**src/rtl/parking_gate_arbiter_if.sv**
```systemverilog
// Handshake bundle between the lane password FSMs, the shared-gate arbiter and the
// barrier actuator/occupancy display.
interface parking_gate_arbiter_if #(
  parameter int CNT_W = 4
);
  logic             entry_req;
  logic             exit_req;
  logic             pass_sensor;
  logic             gate_open;
  logic             grant_entry;
  logic             grant_exit;
  logic             entry_done;
  logic             exit_done;
  logic             timeout;
  logic [CNT_W-1:0] occupancy;
  logic             full;
  logic             empty;

  modport master (
    output entry_req, exit_req, pass_sensor,
    input  gate_open, grant_entry, grant_exit, entry_done, exit_done, timeout,
    input  occupancy, full, empty
  );

  modport slave (
    input  entry_req, exit_req, pass_sensor,
    output gate_open, grant_entry, grant_exit, entry_done, exit_done, timeout,
    output occupancy, full, empty
  );
endinterface

```
**src/rtl/parking_gate_arbiter.sv**
```systemverilog
// Round-robin arbiter and open/pass/close sequencer for one barrier shared by the
// entry and exit lanes; also keeps the occupancy count.
module parking_gate_arbiter #(
  parameter int CAPACITY      = 8,
  parameter int CNT_W         = 4,
  parameter int OPEN_CYCLES   = 16,
  parameter int SETTLE_CYCLES = 2
) (
  input  logic                   clk,
  input  logic                   rst,
  parking_gate_arbiter_if.slave  bus
);

  localparam int TMR_W = $clog2(OPEN_CYCLES + SETTLE_CYCLES + 1);

  typedef enum logic [1:0] {
    IDLE    = 2'd0,
    OPEN    = 2'd1,
    CLOSING = 2'd2
  } state_t;

  state_t             state, state_n;
  logic [TMR_W-1:0]   timer, timer_n;
  logic [CNT_W-1:0]   occ, occ_n;
  logic               pass_q;
  logic               last_exit, last_exit_n;
  logic               grant_entry, grant_entry_n;
  logic               grant_exit, grant_exit_n;
  logic               entry_done, entry_done_n;
  logic               exit_done, exit_done_n;
  logic               timeout, timeout_n;

  logic entry_elig;
  logic exit_elig;
  logic pass_edge;

  assign entry_elig = bus.entry_req && (occ < CNT_W'(CAPACITY));
  assign exit_elig  = bus.exit_req && (occ != '0);
  assign pass_edge  = bus.pass_sensor && !pass_q;

  always_ff @(posedge clk or posedge rst) begin
    if (rst) begin
      state       <= IDLE;
      timer       <= '0;
      occ         <= '0;
      pass_q      <= 1'b0;
      last_exit   <= 1'b1;
      grant_entry <= 1'b0;
      grant_exit  <= 1'b0;
      entry_done  <= 1'b0;
      exit_done   <= 1'b0;
      timeout     <= 1'b0;
    end else begin
      state       <= state_n;
      timer       <= timer_n;
      occ         <= occ_n;
      pass_q      <= bus.pass_sensor;
      last_exit   <= last_exit_n;
      grant_entry <= grant_entry_n;
      grant_exit  <= grant_exit_n;
      entry_done  <= entry_done_n;
      exit_done   <= exit_done_n;
      timeout     <= timeout_n;
    end
  end

  always_comb begin
    state_n       = state;
    timer_n       = timer;
    occ_n         = occ;
    last_exit_n   = last_exit;
    grant_entry_n = 1'b0;
    grant_exit_n  = 1'b0;
    entry_done_n  = 1'b0;
    exit_done_n   = 1'b0;
    timeout_n     = 1'b0;

    case (state)
      IDLE: begin
        // Entry wins when it is alone or when exit had the gate last.
        if (entry_elig && (!exit_elig || last_exit)) begin
          state_n       = OPEN;
          timer_n       = '0;
          grant_entry_n = 1'b1;
          last_exit_n   = 1'b0;
        end else if (exit_elig) begin
          state_n      = OPEN;
          timer_n      = '0;
          grant_exit_n = 1'b1;
          last_exit_n  = 1'b1;
        end
      end

      OPEN: begin
        if (pass_edge) begin
          // A pass on the expiry cycle still counts as a car through.
          state_n = CLOSING;
          timer_n = '0;
          if (grant_entry) begin
            occ_n        = occ + CNT_W'(1);
            entry_done_n = 1'b1;
          end else begin
            occ_n       = occ - CNT_W'(1);
            exit_done_n = 1'b1;
          end
        end else if (timer == TMR_W'(OPEN_CYCLES - 1)) begin
          state_n   = CLOSING;
          timer_n   = '0;
          timeout_n = 1'b1;
        end else begin
          timer_n       = timer + TMR_W'(1);
          grant_entry_n = grant_entry;
          grant_exit_n  = grant_exit;
        end
      end

      CLOSING: begin
        if (timer == TMR_W'(SETTLE_CYCLES - 1)) begin
          state_n = IDLE;
          timer_n = '0;
        end else begin
          timer_n = timer + TMR_W'(1);
        end
      end

      default: begin
        state_n = IDLE;
        timer_n = '0;
      end
    endcase
  end

  assign bus.gate_open   = grant_entry | grant_exit;
  assign bus.grant_entry = grant_entry;
  assign bus.grant_exit  = grant_exit;
  assign bus.entry_done  = entry_done;
  assign bus.exit_done   = exit_done;
  assign bus.timeout     = timeout;
  assign bus.occupancy   = occ;
  assign bus.full        = (occ == CNT_W'(CAPACITY));
  assign bus.empty       = (occ == '0);

endmodule

```
**src/flat_wrapper.sv**
```systemverilog
// flat-port wrapper written by rule: the top's interface ports become plain ports
module parking_gate_arbiter_flat 
#(
  parameter int CAPACITY      = 8,
  parameter int CNT_W         = 4,
  parameter int OPEN_CYCLES   = 16,
  parameter int SETTLE_CYCLES = 2
)
  (clk, rst, bus_entry_req, bus_exit_req, bus_pass_sensor, bus_gate_open, bus_grant_entry, bus_grant_exit, bus_entry_done, bus_exit_done, bus_timeout, bus_occupancy, bus_full, bus_empty);
  parking_gate_arbiter_if #(.CNT_W(CNT_W)) bus_i ();
  input  logic clk;
  input  logic rst;
  input wire logic [$bits(bus_i.entry_req)-1:0] bus_entry_req;
  input wire logic [$bits(bus_i.exit_req)-1:0] bus_exit_req;
  input wire logic [$bits(bus_i.pass_sensor)-1:0] bus_pass_sensor;
  output wire logic [$bits(bus_i.gate_open)-1:0] bus_gate_open;
  output wire logic [$bits(bus_i.grant_entry)-1:0] bus_grant_entry;
  output wire logic [$bits(bus_i.grant_exit)-1:0] bus_grant_exit;
  output wire logic [$bits(bus_i.entry_done)-1:0] bus_entry_done;
  output wire logic [$bits(bus_i.exit_done)-1:0] bus_exit_done;
  output wire logic [$bits(bus_i.timeout)-1:0] bus_timeout;
  output wire logic [$bits(bus_i.occupancy)-1:0] bus_occupancy;
  output wire logic [$bits(bus_i.full)-1:0] bus_full;
  output wire logic [$bits(bus_i.empty)-1:0] bus_empty;
  assign bus_i.entry_req = bus_entry_req;
  assign bus_i.exit_req = bus_exit_req;
  assign bus_i.pass_sensor = bus_pass_sensor;
  assign bus_gate_open = bus_i.gate_open;
  assign bus_grant_entry = bus_i.grant_entry;
  assign bus_grant_exit = bus_i.grant_exit;
  assign bus_entry_done = bus_i.entry_done;
  assign bus_exit_done = bus_i.exit_done;
  assign bus_timeout = bus_i.timeout;
  assign bus_occupancy = bus_i.occupancy;
  assign bus_full = bus_i.full;
  assign bus_empty = bus_i.empty;
  parking_gate_arbiter #(.CAPACITY(CAPACITY), .CNT_W(CNT_W), .OPEN_CYCLES(OPEN_CYCLES), .SETTLE_CYCLES(SETTLE_CYCLES)) u_core (.clk(clk), .rst(rst), .bus(bus_i));
endmodule
```
**config.mk**
```make
export PLATFORM = sky130hd
export DESIGN_NAME = parking_gate_arbiter_flat
export DESIGN_NICKNAME = d
export VERILOG_FILES = /design/src/rtl/parking_gate_arbiter_if.sv /design/src/rtl/parking_gate_arbiter.sv /design/src/flat_wrapper.sv
export SDC_FILE = /design/constraint.sdc
export NUM_CORES = 1
export LEC_CHECK = 0
export CAP_MARGIN = 40
export CELL_PAD_IN_SITES_DETAIL_PLACEMENT = 1
export CELL_PAD_IN_SITES_GLOBAL_PLACEMENT = 2
export CORE_MARGIN = 4
export CORE_UTILIZATION = 38
export CTS_BUF_LIST = sky130_fd_sc_hd__clkbuf_2 sky130_fd_sc_hd__clkbuf_4 sky130_fd_sc_hd__clkbuf_8
export DETAILED_ROUTE_END_ITERATION = 16
export DONT_BUFFER_PORTS = 1
export GPL_TIMING_DRIVEN = 0
export PLACE_DENSITY_LB_ADDON = 0.1
export SLEW_MARGIN = 15
export SYNTH_ARGS = -nofsm -noshare
export SYNTH_HDL_FRONTEND = slang
export SYNTH_SLANG_ARGS = --single-unit
export TNS_END_PERCENT = 30
```
**constraint.sdc**
```tcl
create_clock -name clk -period 1.7 [get_ports clk]
set_input_delay 0.34 -clock clk [delete_from_list [all_inputs] [get_ports clk]]
set_output_delay 0.34 -clock clk [all_outputs]
set_load 0.01 [all_outputs]
```
==> impl_metrics.csv <==
group,metric,value,unit
floorplan,dieWidth,60.18,microns
power,ir_drop,909.2,uV
placement,placed_cell_area,1087,sq um
worst_setup_path,end_kind,"flip-flop",
sta,fmax,544.5,MHz
power,p_sw,915.8,uW
synthesis,synth.distinct_cells,35,
clocking,clk_path_buf_depth,2,
synthesis,ys_seq_elements,18,
clocking,clk_root_buffer_cell,"clkbuf_4",
synthesis,synth.avg_cell_area,11.25,sq um
power,p_seq_share,40.8,%
worst_setup_path,cpPeakStageDelay,0.46,ns
outcome,violations,"setup timing",
worst_setup_path,worst-path-buf-inv,0,
synthesis,synth_ff_type,"dfrtp_1",
routing,drc,0,
sta,slew-limit-headroom,53.46,%
routing,drt_iter0_markers,19,
synthesis,yosys_warnings,0,
global_route,antenna_found_initial,0,
synthesis,synth_xor_area_share,2.539,%
routing,firstDrtPassIters,3,
placement,io_buffers,0,
clocking,clkTransAtPathRegs,0.11,ns
routing,vias,705,
sta,setup_viol,6,
worst_hold_path,hold_path.class,"input port to asynchronous set/reset pin",
clocking,cts_buffers,3,
global_route,grt_pass1_wl,3.822,mm
power,p_int,1.168,mW
routing,ant_nets,0,
synthesis,yosys.area_share.simple,19.11,%
worst_setup_path,critical_path.slowest_cell,"dfrtp_2",
synthesis,synth_compound_area_share,15.84,%
worst_setup_path,arrival,2.03,ns
floorplan,initial_utilization,40.66,%
power,combPwrFrac,47.1,%
worst_setup_path,crit_family,"flip-flops",
clocking,clock_sinks,18,
outcome,outcome,"finished with violations",
final_layout,fillerInstances,263,
final_layout,synthToLayoutAreaGrowth,20.19,%
clocking,clk_latency,0.30,ns
sta,min_period,1.837,ns
sta,final_hold_viol_count,0,
power,power_frac_clock,12.1,%
power,p_per_area,1675,nW/um^2
sta,layout_setup_ws,-0.1365,ns
global_route,grt_pass1_vias,789,
synthesis,synth_fa_ha_area_share,12.82,%
final_layout,antenna_cells,0,
global_route,grt_max_degree,19,
global_route,grtUsageTotal,14.28,%
power,p_leak,0.5270,nW
clocking,h-tree-depth,1,
floorplan,design.die.area,3622,sq um
placement,gp_congestion,0.8174,
placement,hpwl,1.620,mm
synthesis,synth-async-reset-ratio,100.0,%
final_layout,drive_above_1_share,35.64,%
synthesis,synth_edf_count,0,
sta,slew_violations,0,
clocking,cts_hold_buf,0,
routing,routed_via_density,5.382,
power,power,2.084,mW
final_layout,final_area,1244,sq um
clocking,cts_tree,"built",
floorplan,core,2545,sq um
sta,worst_clock_skew,0.001836,ns
synthesis,synth_nets,107,
routing,routedWlPerCell,16.79,microns
synthesis,syn_inst,92,
power,p_sw_share,43.96,%
floorplan,rows,18,
worst_setup_path,path_max_fanout,5,
synthesis,synth.cell_area,1035,sq um
floorplan,io_pins,17,
global_route,grt-ovfl-total,0,
worst_setup_path,worstPathRequired,1.89,ns
sta,tightest_slew,0.6974,ns
synthesis,synth_top_family_by_area,"simple AND/OR/NAND/NOR gates",
worst_setup_path,path_class,"flip-flop to flip-flop",
job,cap_violations,0,
final_layout,final_nets,117,
floorplan,die_y,60.18,microns
synthesis,synth-seq-area-share,43.65,%
sta,rsz0062_at_grt,"true",
routing,wirelength,2.200,mm
sta,hold_ws,0.02470,ns
sta,finalSetupTns,-0.3340,ns
synthesis,synthMuxAreaShare,3.507,%
worst_setup_path,start_kind,"flip-flop",
sta,finalCritPeriodShare,108.0,%
worst_setup_path,path_cells,"ha_2 > and3_4 > ha_4 > nand2b_4 > o2bb2ai_4 > nor2_4 > mux2_4",
## synthesized netlist by cell type, types with 2 or more instances
cell type	instances	area (sq um)
a21o_1	2	15.01
a32oi_1	2	17.52
and3_1	2	12.51
dfrtp_1	17	425.4
ha_1	9	112.6
inv_1	7	26.28
nand2_1	7	26.28
nand2b_1	4	25.02
nand3_1	4	20.02
nand3b_1	2	15.01
nor2_1	4	15.01
nor2b_1	2	12.51
o21ai_0	4	20.02
o22ai_1	2	12.51
o31ai_1	2	15.01
xnor2_1	3	26.28
## per-stage QoR
step	cells	setup WS [ns]	utilization [%]
global route	131	-0.2097	48.87
global placement	122	-0.2055	42.72
detailed placement	122	-0.1956	42.72
finish	131	-0.1365	48.87
CTS	130	-0.1414	46.85
floorplan	92	-0.0007894	-
## cell type report
cell class	instances	area [sq um]	area share, %
Inverter	7	26.28	2.113
Multi-Input combinational cell	67	656.9	52.82
Clock buffer	4	30.03	2.414
Tap cell	30	37.54	3.018
Sequential cell	18	455.4	36.62
Timing Repair Buffer	5	37.54	3.018
## cell families (layout without fill, tap and decap cells)
kind of cell | after synthesis | in the layout
AOI/OAI and AO/OA | 18 | 18
xor gates and xnor gates | 3 | 3
adders and majority gates | 10 | 10
buffers and inverters | 7 | 16
DFF | 18 | 18
muxes | 3 | 3
and+or+nand+nor | 33 | 33
## flip-flops by register name, indices dropped and copies added, names as in the netlist
name	flops
u_core.bus.grant_entry	1
u_core.state	2
u_core.bus.occupancy	4
u_core.timer	5
u_core.pass_q	1
u_core.bus.exit_done	1
u_core.bus.grant_exit	1
u_core.bus.entry_done	1
u_core.last_exit	1
u_core.bus.timeout	1
## path summary, 6_finish.rpt
kind                                               from                           end  slack, ns  cells after the start
setup / recovery            u_core.timer[0]$_DFFE_PP0P_   u_core.state[1]$_DFFE_PP0P_      -0.14                      7
hold / removal                                      rst  u_core.bus.timeout$_DFF_PP0_       0.02                      1
setup reg to reg            u_core.timer[0]$_DFFE_PP0P_   u_core.state[1]$_DFFE_PP0P_      -0.14                      7
hold reg to reg            u_core.last_exit$_DFFE_PP1P_  u_core.last_exit$_DFFE_PP1P_       0.52                      2
max in group asynchronous                           rst   u_core.timer[0]$_DFFE_PP0P_       1.19                      1
min in group clk                        bus_pass_sensor       u_core.pass_q$_DFF_PP0_       0.06                      0
## layout by cell type (no fill, tap or decap), types with 3 or more instances in the layout
cell type and n:
dfrtp_1 14, nand2_1 7, inv_1 5, buf_4 5, ha_1 4, clkbuf_4 4, nand2b_1 3, nand3_1 3
xnor2_1 3, nor2_1 3, ha_4 3, dfrtp_2 3
## worst register-to-register path, cell delays in order (launching register included)
cell,delay [ns]
dfrtp_2,0.46
ha_2,0.20
and3_4,0.19
ha_4,0.15
nand2b_4,0.14
o2bb2ai_4,0.22
nor2_4,0.07
mux2_4,0.30
## power by group through the flow
stage | logic [mW] | registers [mW] | clock network (mW)
detailed placement | 0.850 | 0.804 | 0
CTS | 0.935 | 0.823 | 0.256
global placement | 0.817 | 0.796 | 0
floorplan | 0.697 | 0.751 | 0
finish | 0.981 | 0.851 | 0.252
global route | 1.12 | 0.884 | 0.279
## metal layers
metal  vias to the layer above  part of all wire (%)  global-route usage (%)
met5                         -                     0                       0
met4                         0                  0.68                   3.797
met3                         2                   4.4                   4.752
met2                        13                    49                   23.92
met1                       346                    46                   17.41
li1                        344                     -                       -
## repair_timing
action	in CTS	in global routing
gates resized for setup	10	11
buffers inserted	4	1
pin swaps	6	2
endpoints found under the setup margin	11	11
Power figures use the tool's default switching activity.
